===== config.mk =====
export PLATFORM = sky130hd
export DESIGN_NAME = multu_hilo_unit
export DESIGN_NICKNAME = d
export VERILOG_FILES = /design/src/rtl/multu_hilo_unit_pkg.sv /design/src/rtl/multu_hilo_unit_hilo_regs.sv /design/src/rtl/multu_hilo_unit.sv
export SDC_FILE = /design/constraint.sdc
export NUM_CORES = 1
export LEC_CHECK = 0
export BUFFER_PORTS_ARGS = -buffer_cell sky130_fd_sc_hd__buf_2
export CAP_MARGIN = 25
export CORE_MARGIN = 3
export CORE_UTILIZATION = 40
export DETAILED_ROUTE_END_ITERATION = 16
export GPL_ROUTABILITY_DRIVEN = 0
export SLEW_MARGIN = 20
export SYNTH_ARGS = -nofsm -noshare
export SYNTH_HDL_FRONTEND = slang
export SYNTH_HIERARCHICAL = 1
export SYNTH_SLANG_ARGS = --single-unit
export TNS_END_PERCENT = 30

===== constraint.sdc =====
create_clock -name clk -period 3.8 [get_ports clk]
set_input_delay 0.19 -clock clk [delete_from_list [all_inputs] [get_ports clk]]
set_output_delay 0.19 -clock clk [all_outputs]
set_load 0.03 [all_outputs]

===== src/rtl/multu_hilo_unit_pkg.sv =====
// Shared definitions for the HI/LO multiply unit: ALU-control function
// codes (also consumed by the ALU control block) and the FSM state encoding.
package multu_hilo_unit_pkg;

  localparam logic [5:0] F_MULTU   = 6'd25;
  localparam logic [5:0] F_MULT    = 6'd24;
  localparam logic [5:0] F_MFHI    = 6'd16;
  localparam logic [5:0] F_MFLO    = 6'd18;
  localparam logic [5:0] F_HILO_WR = 6'b111111;

  typedef enum logic [1:0] {
    ST_IDLE = 2'd0,
    ST_RUN  = 2'd1,
    ST_WAIT = 2'd2
  } state_t;

endpackage


===== src/rtl/multu_hilo_unit_hilo_regs.sv =====
// Architectural HI/LO register pair with a single write enable, plus the
// mfhi/mflo read mux feeding the register-file writeback path.
module multu_hilo_unit_hilo_regs
  import multu_hilo_unit_pkg::*;
#(
  parameter int WIDTH = 32
) (
  input  logic             i_clk,
  input  logic             i_reset,
  input  logic             i_we,
  input  logic [WIDTH-1:0] i_hi,
  input  logic [WIDTH-1:0] i_lo,
  input  logic [5:0]       i_op,
  output logic [WIDTH-1:0] o_hi,
  output logic [WIDTH-1:0] o_lo,
  output logic [WIDTH-1:0] o_mfData
);

  logic [WIDTH-1:0] r_hi;
  logic [WIDTH-1:0] r_lo;

  // HI/LO only change on a commit; reads in the commit cycle see the old pair
  always_ff @(posedge i_clk) begin
    if (i_reset) begin
      r_hi <= '0;
      r_lo <= '0;
    end else if (i_we) begin
      r_hi <= i_hi;
      r_lo <= i_lo;
    end
  end

  // Move-from read mux: never stalls, returns zero for any other code
  always_comb begin
    o_mfData = '0;
    case (i_op)
      F_MFHI:  o_mfData = r_hi;
      F_MFLO:  o_mfData = r_lo;
      default: o_mfData = '0;
    endcase
  end

  assign o_hi = r_hi;
  assign o_lo = r_lo;

endmodule


===== src/rtl/multu_hilo_unit.sv =====
// Sequential shift-add multiplier (one multiplier bit per clock) that holds
// its product until the HiLo-write code commits it to HI/LO.
// Optional build macro MULTU_HILO_SIGNED_EN adds the signed mult opcode
// (magnitude multiply with a final 2W-bit negation when signs differ).
module multu_hilo_unit
  import multu_hilo_unit_pkg::*;
#(
  parameter int WIDTH = 32,
  parameter int CNT_W = 6
) (
  input  logic             clk,
  input  logic             reset,
  input  logic [5:0]       op,
  input  logic [WIDTH-1:0] src_a,
  input  logic [WIDTH-1:0] src_b,
  output logic             busy,
  output logic             prod_valid,
  output logic [WIDTH-1:0] hi,
  output logic [WIDTH-1:0] lo,
  output logic [WIDTH-1:0] mf_data
);

  state_t             r_state;
  logic [2*WIDTH-1:0] r_acc;
  logic [WIDTH-1:0]   r_mcand;
  logic [CNT_W-1:0]   r_cnt;
  logic               r_busy;
  logic               r_prodValid;

  logic               w_start;
  logic               w_commit;
  logic               w_lastIter;
  logic [WIDTH-1:0]   w_opA;
  logic [WIDTH-1:0]   w_opB;
  logic [WIDTH:0]     w_sum;
  logic [2*WIDTH-1:0] w_accStep;
  logic [2*WIDTH-1:0] w_accFinal;

`ifdef MULTU_HILO_SIGNED_EN
  logic               r_neg;

  assign w_start    = (op == F_MULTU) || (op == F_MULT);
  assign w_opA      = (op == F_MULT && src_a[WIDTH-1]) ? -src_a : src_a;
  assign w_opB      = (op == F_MULT && src_b[WIDTH-1]) ? -src_b : src_b;
  assign w_accFinal = r_neg ? -w_accStep : w_accStep;

  // Sign of the result is captured once at start; only signed mult can set it
  always_ff @(posedge clk) begin
    if (reset) begin
      r_neg <= 1'b0;
    end else if (r_state == ST_IDLE && w_start) begin
      r_neg <= (op == F_MULT) && (src_a[WIDTH-1] ^ src_b[WIDTH-1]);
    end
  end
`else
  assign w_start    = (op == F_MULTU);
  assign w_opA      = src_a;
  assign w_opB      = src_b;
  assign w_accFinal = w_accStep;
`endif

  assign w_commit   = (r_state == ST_WAIT) && (op == F_HILO_WR);
  assign w_lastIter = (r_cnt == CNT_W'(WIDTH - 1));

  // One shift-add step: the carry out of the add lands in the top bit after the shift
  always_comb begin
    w_sum     = {1'b0, r_acc[2*WIDTH-1:WIDTH]} + {1'b0, r_mcand};
    w_accStep = {1'b0, r_acc[2*WIDTH-1:1]};
    if (r_acc[0]) begin
      w_accStep = {w_sum, r_acc[WIDTH-1:1]};
    end
  end

  // Control FSM and datapath; held op codes never restart a multiply in progress
  always_ff @(posedge clk) begin
    if (reset) begin
      r_state     <= ST_IDLE;
      r_acc       <= '0;
      r_mcand     <= '0;
      r_cnt       <= '0;
      r_busy      <= 1'b0;
      r_prodValid <= 1'b0;
    end else begin
      case (r_state)
        ST_IDLE: begin
          if (w_start) begin
            r_acc   <= {{WIDTH{1'b0}}, w_opB};
            r_mcand <= w_opA;
            r_cnt   <= '0;
            r_busy  <= 1'b1;
            r_state <= ST_RUN;
          end
        end
        ST_RUN: begin
          r_cnt <= r_cnt + CNT_W'(1);
          if (w_lastIter) begin
            r_acc       <= w_accFinal;
            r_prodValid <= 1'b1;
            r_state     <= ST_WAIT;
          end else begin
            r_acc <= w_accStep;
          end
        end
        ST_WAIT: begin
          if (w_commit) begin
            r_busy      <= 1'b0;
            r_prodValid <= 1'b0;
            r_state     <= ST_IDLE;
          end
        end
        default: begin
          r_state     <= ST_IDLE;
          r_busy      <= 1'b0;
          r_prodValid <= 1'b0;
        end
      endcase
    end
  end

  multu_hilo_unit_hilo_regs #(
    .WIDTH(WIDTH)
  ) u_hiloRegs (
    .i_clk    (clk),
    .i_reset  (reset),
    .i_we     (w_commit),
    .i_hi     (r_acc[2*WIDTH-1:WIDTH]),
    .i_lo     (r_acc[WIDTH-1:0]),
    .i_op     (op),
    .o_hi     (hi),
    .o_lo     (lo),
    .o_mfData (mf_data)
  );

  assign busy       = r_busy;
  assign prod_valid = r_prodValid;

endmodule


# Yosys cells after proc, flatten, opt, wreduce, memory -nomap -nowiden
# Index checks and enable logic that the tools add are counted.
[totals]
out_inout_bits = 98
regBits = 170
word_cells = 45
inputBits = 72
[classes]
n_eq_ne = 10
reduce_logical = 8
bitwise_logic = 2
mux = 15
n_addsub = 2
[op_table]
columns = ["op", "count"]
rows = [
  ["64-bit two-way mux", 2],
  ["64-bit one-hot mux with 2 select lines", 1],
  ["32-bit one-hot mux with 2 select lines", 1],
  ["32-bit by 32-bit adder with 33-bit output", 1],
  ["6-bit by 5-bit equality test with 1-bit output (second input constant)", 4],
  ["6-bit one-hot mux with 2 select lines", 1],
  ["3-bit AND reduction", 3],
  ["6-bit by 1-bit adder with 6-bit output (second input constant)", 1],
  ["6-bit equality test (second input constant)", 1],
  ["2-bit two-way mux", 3],
  ["6-bit two-way mux", 1],
  ["1-bit one-hot mux with 3 select lines", 2],
  ["2-bit one-hot mux with 3 select lines", 1],
  ["2-bit inequality test (second input constant)", 2],
  ["2-bit AND reduction", 2],
  ["1-bit two-way mux", 3],
  ["2-bit by 1-bit equality test with 1-bit output (second input constant)", 1],
  ["2-bit equality test (second input constant)", 1],
  ["2-bit logical NOT", 1],
  ["2-bit by 1-bit inequality test with 1-bit output (second input constant)", 1],
  ["1-bit inverter", 2],
  ["2-bit nonzero test", 1],
  ["1-bit logical AND", 1],
]

# Logic depth before layout (Yosys ltp)
[logic_depth]
ltp_word = 4
ltp_mapped = 11
depth_no_buf = 11

# Cells and area by module
# The synthesis kept the hierarchy.
[modules_own_cells]
columns = ["module", "n_inst", "cells_each", "seq_area_each_um2", "area_each_um2"]
rows = [
  ["multu_hilo_unit", 1, 744, 2122.0, 5766.8],
  ["multu_hilo_unit_hilo_regs", 1, 282, 1281.2, 2965.3],
]

# Worst setup path after synthesis
# No wires, ideal clock.
[synth_path]
kind = "register -> register"
from = "register r_acc[32]"
to = "register r_acc[57]"
path_stages_with_launch = 12
setup_slack_ps = 1262
t_required_ps = 3666
arrival_ps = 2405
period_less_slack_ps = 2538
n_path_buf = 0
setup_ps = 134
cell_sequence = "dfxtp_1 ha_1 fa_1 a21o_1 a21oi_1 o211ai_1 a21oi_1 nor3_1 nor3b_1 o211ai_1 xnor2_1 o22ai_1"
[synth_between]
elab_chain_cells = 3
[synth_rtl]
columns = ["element", "line_no", "text"]
rows = [
  ["start: declaration", "multu_hilo_unit.sv:24", "logic [2*WIDTH-1:0] r_acc;"],
  ["start signal: assignment", "multu_hilo_unit.sv:87", "r_acc <= {{WIDTH{1'b0}}, w_opB};"],
  ["start signal: assignment", "multu_hilo_unit.sv:97", "r_acc <= w_accFinal;"],
  ["start signal: assignment", "multu_hilo_unit.sv:101", "r_acc <= w_accStep;"],
  ["32-bit by 32-bit adder with 33-bit output", "multu_hilo_unit.sv:67", "w_sum = {1'b0, r_acc[2*WIDTH-1:WIDTH]} + {1'b0, r_mcand};"],
  ["64-bit two-way mux", "multu_hilo_unit.sv:69", "if (r_acc[0]) begin"],
  ["64-bit one-hot mux with 2 select lines", "multu_hilo_unit.sv:84", "case (r_state)"],
]
# Every way passes these cells.
# A chain may end at the register's enable or synchronous reset.

# Worst setup path after layout
# Ends and elaborated chain as after synthesis.

==> results.md <==
- Post-synthesis async set-or-reset flop share: 0%
- Vias in the first global route: between 7000 and 8000
- H-tree Lvls: 4
- Commonest cells after routing, fill and taps aside: 188 x nor2_1, 170 x dfxtp_1, 168 x buf_2
- Number of antenna violations at the first check in global routing: 0
- Register area share after synthesis: between 30% and 40%
- Worst slew margin: 45.2%
- Cell Count Post-Placement: roughly 1400
- Final instance count without filler cells: about 1500
- Largest fanout on the critical path: 4
- Synth Warn #: 6
- Number of buffers added on ports: ~170
- Final setup violation count: 0
- Overall die area: roughly 24000 um^2
- Top_reg_cell synth: dfxtp_1
- Pwr dens: about 370 nW/um^2
- Number of primary I/O pins: 170
- Post-layout net count: ~1300
- Total via count after detailed routing: 7677
- Critical Path Sink Type: flop
- TritonCTS clock tree: yes
- Post-Synthesis Net Count: about 1100
- Global-route wire length before repair: between 30000 and 40000 um
- Post-synth EDFFs: 0
- Worst VDD drop: 0.259 mV
- Setup repair after global routing missed its margin: no
- Average size of a mapped cell: roughly 8.5 um^2
- Peak clock frequency supported by timing: 0.346 GHz
- Root buffer cell: clkbuf_16
- Maximum number of pins on one net before global-route repair: 100
- Final clock period utilization by the worst path: 76.2%
- MaxCap Viol Count: 0
- Total wire length: between 20000 and 25000 um
- Ant. Diodes: 0
- Power consumption: 0.00397 W
- Fraction of final layout cells with drive strength greater than 1: between 20% and 30%
- Arrival time of data at the critical path endpoint: 3.18 ns
- Later-pin clock latency in the skew report: between 0.4 and 0.5 ns
- Wire length per cell: roughly 16 um
- Type of element launching the critical path: flop
- Detailed-route vias per instance: 5.25
- Post-route antenna net violation count: 0
- Most common cell after layout, fill and taps aside: nor2_1
- Starting DRT DRC Count: between 500 and 600
- Sum of negative setup slack: 0 ns
- Standard cell core area: ~21000 um^2
- Post-CTS repair timing setup buffer count: 0
- Number of rows in the core area: 53
- Area growth from synthesis to layout: 21.9%
- Overflow after GRT: 0
- Required time of the worst setup path: 4.08 ns
- Number of pins with negative max-slew slack in the final report: 0
- Final worst hold slack: 0.00973 ns
- Netlist area before placement: roughly 8700 um^2
- Kind of critical path: flop to flop
- Total iterations of the first detailed-routing run: 5
- Post-synthesis cell type count: between 60 and 70
- Worst hold-check path type: input pin to flop
- Leakage power figure: between 4 and 5 nW
- Final hold viol count: 0
- Post-layout minimum cycle time: 2.89 ns
- Clock sink count: 170
- CTS Buf Count: 17
- Tightest Pin Transition: a little over 0.8 ns
- Post-route DRC: 0
- Starting Density: 41.1%
- Total track usage: between 10% and 20%
- Die extent in x: about 150 um
- Maximum buffer depth of the clock tree: 2
- Clock transition at the registers of the reported paths: 0.07 ns
- Outcome: finished, final reports clean
- Flip-flop and latch count after synthesis: 170
- Post-Syn Instances: roughly 1000
- Estimated wirelength of the detail-placed design: approximately 17000 um
- Layout Skew: 0.00890 ns
- Die height: 154 um
cell usage after synthesis (all sizes together) (3+ instances only):
master | n | area [um^2]
clkbuf | 53 | 200
nand2b | 7 | 43.8
a31oi | 10 | 68.8
nor2 | 191 | 719
xor2 | 9 | 78.8
nor2b | 4 | 27.5
a222oi | 6 | 60.1
o211ai | 5 | 37.5
xnor2 | 20 | 175
mux2i | 102 | 1020
nand2 | 100 | 378
inv | 8 | 30.0
nand3 | 14 | 80.1
a22oi | 22 | 165
a21oi | 89 | 460
a21o | 14 | 105
nor3 | 37 | 335
o22ai | 16 | 100
or2 | 3 | 18.8
buf | 26 | 184
o21ai | 19 | 98.8
nand4 | 6 | 37.5
ha | 33 | 413
dfxtp | 170 | 3400
a211oi | 4 | 30.0
nor4 | 26 | 163
o21bai | 5 | 37.5
kinds of logic (layout without fill, tap and decap cells):
family / Yosys count / in the layout / synth area share, %
AOI/OAI and AO/OA: 204 / 204 / 15.1
xor gates and xnor gates: 29 / 29 / 2.91
adders and majority gates: 34 / 34 / 4.96
buffers and inverters: 88 / 250 / 4.79
DFF: 170 / 170 / 39.0
muxes: 102 / 102 / 11.7
and+or+nand+nor: 399 / 399 / 21.6
cell type report:
type,count,area [um^2]
multi-input cells,768,4930
repair buffers,209,1250
fillers,2080,10600
flip-flops and latches,170,3400
clock inverters,14,241
well taps,275,344
inverters,9,33.8
clock buffers,18,439
timing repair:
item                                   in CTS  in global routing
gates resized for setup                     0                  0
endpoints found under the hold margin      25                  0
hold buffers                               25                  0
through the flow:
stage / utilization [%] / setup slack, ns / area [um^2]
3_3_place_gp: 45.6 / 0.901 / 9670
4_1_cts: 50.0 / 0.874 / 10600
5_1_grt: 50.2 / 0.699 / 10600
6_report: 50.2 / 0.906 / 10600
2_1_floorplan: - / 1.26 / 8730
3_5_place_dp: 45.6 / 0.894 / 9670
registers in the layout (all words and copies together), names as in the netlist:
register and flops:
u_hiloRegs/o_hi 32, u_hiloRegs/o_lo 32, r_cnt 6, prod_valid 1, r_acc 64, r_mcand 32
busy 1, r_state 2
where the power goes:
part	internal, W	total [W]	switching, W
Combinational	0.0000739	0.000175	0.000101
Clock	0.00126	0.00199	0.000738
Sequential	0.00179	0.00180	0.00000935
metal layers:
metal  vias to the layer above  global-route usage [%]  part of all wire [%]
met5                         -                       0                     0
met4                         0                    5.05                   1.2
met3                        20                    2.96                   4.4
met2                       166                    30.3                    45
met1                      3577                    28.1                    50
li1                       3914                       -                     -
worst paths after layout:
check             slack [ns]   startpoint  cells after the start          end
hold / removal          0.01    src_a[29]                      3  r_mcand[29]
setup reg to reg        0.91    r_acc[32]                     11    r_acc[57]
hold reg to reg         0.46  r_mcand[20]                      2  r_mcand[20]
setup / recovery        0.91    r_acc[32]                     11    r_acc[57]
worst max-delay path, stage by stage (launching register included):
cell and delay [ns]:
dfxtp_1 0.33, ha_1 0.24, fa_1 0.41, a21o_1 0.19, a21oi_1 0.27, o211ai_1 0.17, a21oi_1 0.33, nor3_1 0.11
nor3b_1 0.31, o211ai_1 0.16, xnor2_1 0.15, o22ai_1 0.09
No activity file was read; power rests on OpenSTA's default activity.
